<file path="src/rtl/pipe_pkg.sv">
// Shared fetch-path constants and the default-width fetch entry type.
// Combinational definitions only, no latency.
// No flow control lives here.
package pipe_pkg;

  localparam int ILEN = 32;
  localparam logic [ILEN-1:0] NOP_INSTR = 32'h0000_0013;

  // Default core address width; the fetch entry below is the view decode sees.
  localparam int XLEN_DFLT = 32;

  typedef struct packed {
    logic [XLEN_DFLT-1:0] pc;
    logic [ILEN-1:0]      instr;
  } fetch_entry_t;

endpackage

</file>
<file path="src/rtl/fetch_fifo.sv">
// Synchronous circular queue of fetch entries with flush and occupancy count.
// A push becomes visible at the head one cycle later; there is no empty bypass.
// Pop is ignored when empty; the producer must never push into a full queue without a pop.
module fetch_fifo #(
  parameter int DEPTH = 4,
  parameter int WIDTH = 64,
  parameter logic [WIDTH-1:0] EMPTY_VAL = '0,
  localparam int CW = $clog2(DEPTH + 1),
  localparam int PW = (DEPTH > 1) ? $clog2(DEPTH) : 1
) (
  input  logic             clk,
  input  logic             rst,
  input  logic             push_i,
  input  logic [WIDTH-1:0] push_dat_i,
  input  logic             pop_i,
  input  logic             flush_i,
  output logic             head_vld_o,
  output logic [WIDTH-1:0] head_dat_o,
  output logic [CW-1:0]    count_o
);

  logic [WIDTH-1:0] mem_q [DEPTH];
  logic [PW-1:0]    rd_ptr_q, rd_ptr_d;
  logic [PW-1:0]    wr_ptr_q, wr_ptr_d;
  logic [CW-1:0]    count_q, count_d;
  logic             do_pop;

  function automatic logic [PW-1:0] ptr_inc(input logic [PW-1:0] p);
    return (p == PW'(DEPTH - 1)) ? '0 : p + PW'(1);
  endfunction

  // Next pointers and count; flush wins over any push or pop.
  always_comb begin
    do_pop   = pop_i & (count_q != '0);
    rd_ptr_d = rd_ptr_q;
    wr_ptr_d = wr_ptr_q;
    count_d  = count_q;
    if (flush_i) begin
      rd_ptr_d = '0;
      wr_ptr_d = '0;
      count_d  = '0;
    end else begin
      if (push_i) wr_ptr_d = ptr_inc(wr_ptr_q);
      if (do_pop) rd_ptr_d = ptr_inc(rd_ptr_q);
      count_d = count_q + CW'(push_i) - CW'(do_pop);
    end
  end

  // Pointer and occupancy registers.
  always_ff @(posedge clk) begin
    if (rst) begin
      rd_ptr_q <= '0;
      wr_ptr_q <= '0;
      count_q  <= '0;
    end else begin
      rd_ptr_q <= rd_ptr_d;
      wr_ptr_q <= wr_ptr_d;
      count_q  <= count_d;
    end
  end

  // Entry storage; contents are don't-care until counted valid.
  always_ff @(posedge clk) begin
    if (!rst && push_i && !flush_i) begin
      mem_q[wr_ptr_q] <= push_dat_i;
    end
  end

  // Overflow guard: a push into a full queue needs a matching pop.
  always_ff @(posedge clk) begin
    if (!rst) begin
      assert (!(push_i && !flush_i && !do_pop && count_q == CW'(DEPTH)));
    end
  end

  assign head_vld_o = (count_q != '0);
  assign head_dat_o = head_vld_o ? mem_q[rd_ptr_q] : EMPTY_VAL;
  assign count_o    = count_q;

endmodule

</file>
<file path="src/rtl/fetch_buffer.sv">
// Instruction fetch: PC generator, fixed-latency IMEM request tracking, {pc,instr} queue to decode.
// Request at cycle t is visible to decode at t+MEM_LAT+1; a redirect at r issues its first request at r+1.
// Requests are credit-limited so queue plus in-flight never exceeds DEPTH; responses are never dropped.
module fetch_buffer
  import pipe_pkg::*;
#(
  parameter int XLEN = 32,
  parameter int DEPTH = 4,
  parameter int MEM_LAT = 1,
  parameter logic [XLEN-1:0] RESET_PC = '0,
  localparam int FLW = $clog2(DEPTH + 1)
) (
  input  logic            clk,
  input  logic            rst,
  output logic            imem_req,
  output logic [XLEN-1:0] imem_addr,
  input  logic [ILEN-1:0] imem_rdata,
  input  logic            redirect_valid,
  input  logic [XLEN-1:0] redirect_pc,
  output logic            id_valid,
  input  logic            id_ready,
  output logic [XLEN-1:0] id_pc,
  output logic [ILEN-1:0] id_instr,
  output logic [FLW-1:0]  fill_level
);

  localparam int IFW  = $clog2(MEM_LAT + 1);
  localparam int SUMW = $clog2(DEPTH + MEM_LAT + 1) + 1;

  typedef struct packed {
    logic [XLEN-1:0] pc;
    logic [ILEN-1:0] instr;
  } entry_t;

  localparam entry_t EMPTY_ENTRY = '{pc: '0, instr: NOP_INSTR};

  logic [XLEN-1:0]    pc_q, pc_d;
  logic [MEM_LAT-1:0] slot_vld_q, slot_vld_d;
  logic [XLEN-1:0]    slot_pc_q [MEM_LAT];
  logic [XLEN-1:0]    slot_pc_d [MEM_LAT];
  logic [IFW-1:0]     inflight_q, inflight_d;
  logic               resp_vld;
  logic               push;
  logic               credit_ok;
  entry_t             push_entry;
  entry_t             head_entry;
  logic               redirect_lsb_unused;

  // Target is word aligned; the low bits are deliberately dropped.
  assign redirect_lsb_unused = ^redirect_pc[1:0];

  assign resp_vld = slot_vld_q[MEM_LAT-1];
  // A response landing in the redirect cycle belongs to the dead path.
  assign push     = resp_vld & ~redirect_valid;

  // Credit uses pre-edge counts, so a pop this cycle frees nothing until next cycle.
  assign credit_ok = (SUMW'(fill_level) + SUMW'(inflight_q)) < SUMW'(DEPTH);
  assign imem_req  = ~rst & ~redirect_valid & credit_ok;
  assign imem_addr = pc_q;

  // PC, in-flight tracking and counter next state; redirect kills everything older.
  always_comb begin
    pc_d       = pc_q;
    inflight_d = inflight_q;
    slot_vld_d = slot_vld_q;
    for (int i = 0; i < MEM_LAT; i++) slot_pc_d[i] = slot_pc_q[i];

    slot_vld_d[0] = imem_req;
    slot_pc_d[0]  = pc_q;
    for (int i = 1; i < MEM_LAT; i++) begin
      slot_vld_d[i] = slot_vld_q[i-1];
      slot_pc_d[i]  = slot_pc_q[i-1];
    end

    if (redirect_valid) begin
      pc_d       = {redirect_pc[XLEN-1:2], 2'b00};
      slot_vld_d = '0;
      inflight_d = '0;
    end else begin
      if (imem_req) pc_d = pc_q + XLEN'(4);
      inflight_d = inflight_q + IFW'(imem_req) - IFW'(resp_vld);
    end
  end

  // Control state with synchronous reset.
  always_ff @(posedge clk) begin
    if (rst) begin
      pc_q       <= RESET_PC;
      slot_vld_q <= '0;
      inflight_q <= '0;
    end else begin
      pc_q       <= pc_d;
      slot_vld_q <= slot_vld_d;
      inflight_q <= inflight_d;
    end
  end

  // In-flight PCs travel alongside their valid bits; no reset needed.
  always_ff @(posedge clk) begin
    for (int i = 0; i < MEM_LAT; i++) slot_pc_q[i] <= slot_pc_d[i];
  end

  // Counter range guards and in-flight bookkeeping consistency.
  always_ff @(posedge clk) begin
    if (!rst) begin
      assert (inflight_q <= IFW'(MEM_LAT));
      assert (inflight_q == IFW'($countones(slot_vld_q)));
      assert (!(resp_vld && inflight_q == '0));
      assert (fill_level <= FLW'(DEPTH));
    end
  end

  assign push_entry = '{pc: slot_pc_q[MEM_LAT-1], instr: imem_rdata};

  fetch_fifo #(
    .DEPTH     (DEPTH),
    .WIDTH     (XLEN + ILEN),
    .EMPTY_VAL (EMPTY_ENTRY)
  ) u_fifo (
    .clk        (clk),
    .rst        (rst),
    .push_i     (push),
    .push_dat_i (push_entry),
    .pop_i      (id_ready),
    .flush_i    (redirect_valid),
    .head_vld_o (id_valid),
    .head_dat_o (head_entry),
    .count_o    (fill_level)
  );

  assign id_pc    = head_entry.pc;
  assign id_instr = head_entry.instr;

endmodule
</file>
<file path="config.mk">
export PLATFORM = sky130hd
export DESIGN_NAME = fetch_buffer
export DESIGN_NICKNAME = d
export VERILOG_FILES = /design/src/rtl/pipe_pkg.sv /design/src/rtl/fetch_fifo.sv /design/src/rtl/fetch_buffer.sv
export SDC_FILE = /design/constraint.sdc
export NUM_CORES = 1
export LEC_CHECK = 0
export ABC_AREA = 1
export ABC_CLOCK_PERIOD_IN_PS = 4800
export CORE_ASPECT_RATIO = 1.4
export CORE_MARGIN = 3
export CORE_UTILIZATION = 35
export DETAILED_ROUTE_END_ITERATION = 8
export HOLD_SLACK_MARGIN = 0.1
export SLEW_MARGIN = 10
export SYNTH_ARGS = -nofsm -noshare
export SYNTH_HDL_FRONTEND = slang
export SYNTH_SLANG_ARGS = --single-unit
</file>
<file path="constraint.sdc">
create_clock -name clk -period 4.8 [get_ports clk]
set_input_delay 0.96 -clock clk [delete_from_list [all_inputs] [get_ports clk]]
set_output_delay 0.96 -clock clk [all_outputs]
set_load 0.005 [all_outputs]
</file>
==> metrics.md <==
| Metric | Value |
|---|---|
| Status | finished, final reports clean |
| Synth area leader | edfxtp_1 |
| Postcts setup bufs | 0 |
| Clock buffer depth | 3 |
| Initial DRC Count | 514 |
| Synth top area cells | edfxtp_1 57%, dfxtp_1 11%, nor2_1 8.6% |
| Setup crit start kind | flip-flop |
| Peak VDD IR | 0.000188 V |
| Via count | 8970 |
| Worst-Skew Late Latency | 560 ps |
| GRT busiest layer | met2 |
| Seq/Total Area, Yosys | 67.9% |
| Die ar. | 39700 µm² |
| CP Class | flip-flop to output pin |
| Syn. warnings | 0 |
| Core Util, Final | 44.2% |
| Port bufs | 162 |
| Final Skew | 8.29 ps |
| Mapped Cells | 1229 |
| Min Clock Period, post-route | 3790 ps |
| Max Transition Viols Final | 0 |
| Drt first pass iters | 5 |
| Die Y | 235 µm |
| Initial cell density of the core | 35.5% |
| DRC violations left | 0 |
| GRT Overall Usage | 15.3% |
| HPWL Detailed | 19600 µm |
| Drt wl/cell | 16.7 µm |
| Num CTS Buffers | 30 |
| Final GP Congestion | 0.780 |
| Most frequent cells in the layout | 295 x nor2_1, 248 x edfxtp_1, 162 x clkdlybuf4s50_1 |
| Hold buffers post-CTS | 0 |
| Final setup margin | 1010 ps |
| Yosys cell types | 37 |
| Crit-path max FO | 44 |
| Power density cells | 363 nW/µm² |
| Mapped Area | 13100 µm² |
| Row count | 83 |
| Vias in the first global route | 8960 |
| Met3 GRT Util | 1.65% |
| CTS tree | done |
| Hold Crit Class | flip-flop to flip-flop |
| Synth top area share | 57.0% |
| First-pass GRT wire length | 47900 µm |
| Core ar. | 36800 µm² |
| Slew margin rel. | 39.9% |
| IO Pins | 169 |
| Remaining global-route overflow | 0 |
| Ant. Diodes | 0 |
| Final instance area | 16300 µm² |
| Routed WL | 31200 µm |
| Most common cell after layout, fill and taps aside | nor2_1 |
| CTS resizes | 0 |
| Final hold violations | 0 |
| Seq cells post-synth | 319 |
| Critical Path End Type | output pin |
| Post-Place Cells | 1820 |
| Final Non-Filler Cells | 1876 |
| Share of cells above drive strength 1 | 7.95% |
| RSZ-0062 raised after global routing | no |
| Placed Area | 15200 µm² |
| Worst-margin pin slew | 902 ps |
| Met2 GRT Util | 29.3% |
| Max Cap Viol | 0 |
| P&R area growth vs syn | 24.5% |
| Nets@finish | 1463 |
| Final Cycle Share | 79.0% |
| Die W | 169 µm |
| Largest net degree at the start of global routing | 63 |
| Synth Area per Inst | 10.6 µm² |
| Setup TNS | 0 ps |
| Clock slew at reported path FFs | 60 ps |
| Initial antenna violation count | 0 |
| Post-DRT Antenna Nets | 0 |
| Root Buffer | clkbuf_16 |
| FMAX | 264 MHz |
| Crit path arrival time | 2830 ps |
| Setup violators final | 0 |
| CP required | 3840 ps |
| Pleak | 5.72 nW |
| DP Worst Slack | 1180 ps |
| Sink Count | 319 |
| GR Util met1 | 17.7% |
| CTS H-Tree Depth | 1 |
| Via density | 4.78 |
[layout make-up]
type / instances / area, µm²
Sequential cell: 319 / 8870
Clock inverter: 15 / 101
Multi-Input combinational cell: 779 / 3660
Timing Repair Buffer: 184 / 1820
Fill cell: 3391 / 20500
Clock buffer: 41 / 948
Inverter: 71 / 268
Tap cell: 467 / 584
[layer usage]
metal  vias to the layer above  wire length [µm]
li1                       4467                 -
met1                      4268             12700
met2                       195             16600
met3                        40              1100
met4                         0               831
met5                         -                 0
[power by group]
part | internal (mW) | switching, mW | leakage (nW) | total (mW)
sequential | 3.03 | 0.0601 | 2.83 | 3.09
combinational | 0.203 | 0.217 | 2.37 | 0.419
clock | 1.39 | 0.997 | 0.527 | 2.39
total | 4.62 | 1.27 | 5.72 | 5.89
[flip-flops by register name, summed over array words and instances (netlist names), named ones only]
name	cells
u_fifo.count_o	3
resp_vld	1
inflight_q	1
u_fifo.wr_ptr_q	2
slot_pc_q	30
u_fifo.mem_q	248
imem_addr	30
u_fifo.rd_ptr_q	2
[critical path, stage by stage, from the launching register on]
cell             delay (ps)
dfxtp_4                 660
buf_4                   390
nor2_1                   90
nor2_1                   90
o21ai_0                 100
a21oi_1                 330
clkdlybuf4s50_1         590
[stage by stage]
step	hold WS [ps]	total power, mW
after floorplan	390	3.31
final	424	5.89
after global placement	391	3.56
after detailed placement	410	3.57
after CTS	423	5.96
after global routing	427	6.10
[path summary, 6_finish.rpt]
| kind | start | end | slack [ps] | cells past startpoint |
|---|---|---|---|---|
| setup / recovery | flip-flop | id_pc[28] | 1010 | 6 |
| hold / removal | imem_addr[2] | slot_pc_q[0][2] | 420 | 0 |
| setup reg to reg | u_fifo.count_o[1] | u_fifo.count_o[2] | 2530 | 12 |
| hold reg to reg | imem_addr[2] | slot_pc_q[0][2] | 420 | 0 |
[synthesized netlist by cell type (all sizes together)]
master / n
xor2: 3
dfxtp: 71
fa: 1
clkbuf: 32
a22oi: 3
edfxtp: 248
nand4: 1
nand3b: 1
a211oi: 1
nand3: 55
o21bai: 3
conb: 1
and2: 2
ha: 9
nor3: 3
a21oi: 86
o311ai: 3
inv: 71
nor2: 314
a21boi: 1
o21ai: 131
o211a: 2
xnor2: 6
nand2: 150
buf: 31
[cells by family after synthesis]
group                    Yosys count  share of synthesized area (%)
AND/OR/NAND/NOR                  526                           16.9
flip-flops                       319                           67.9
AO/OA/AOI/OAI                    230                           9.16
adder cells (fa/ha/maj)           10                           1.02
other                              1                         0.0287
XOR/XNOR                           9                          0.604
buffers and inverters            134                           4.42
Power figures use the tool's default switching activity.
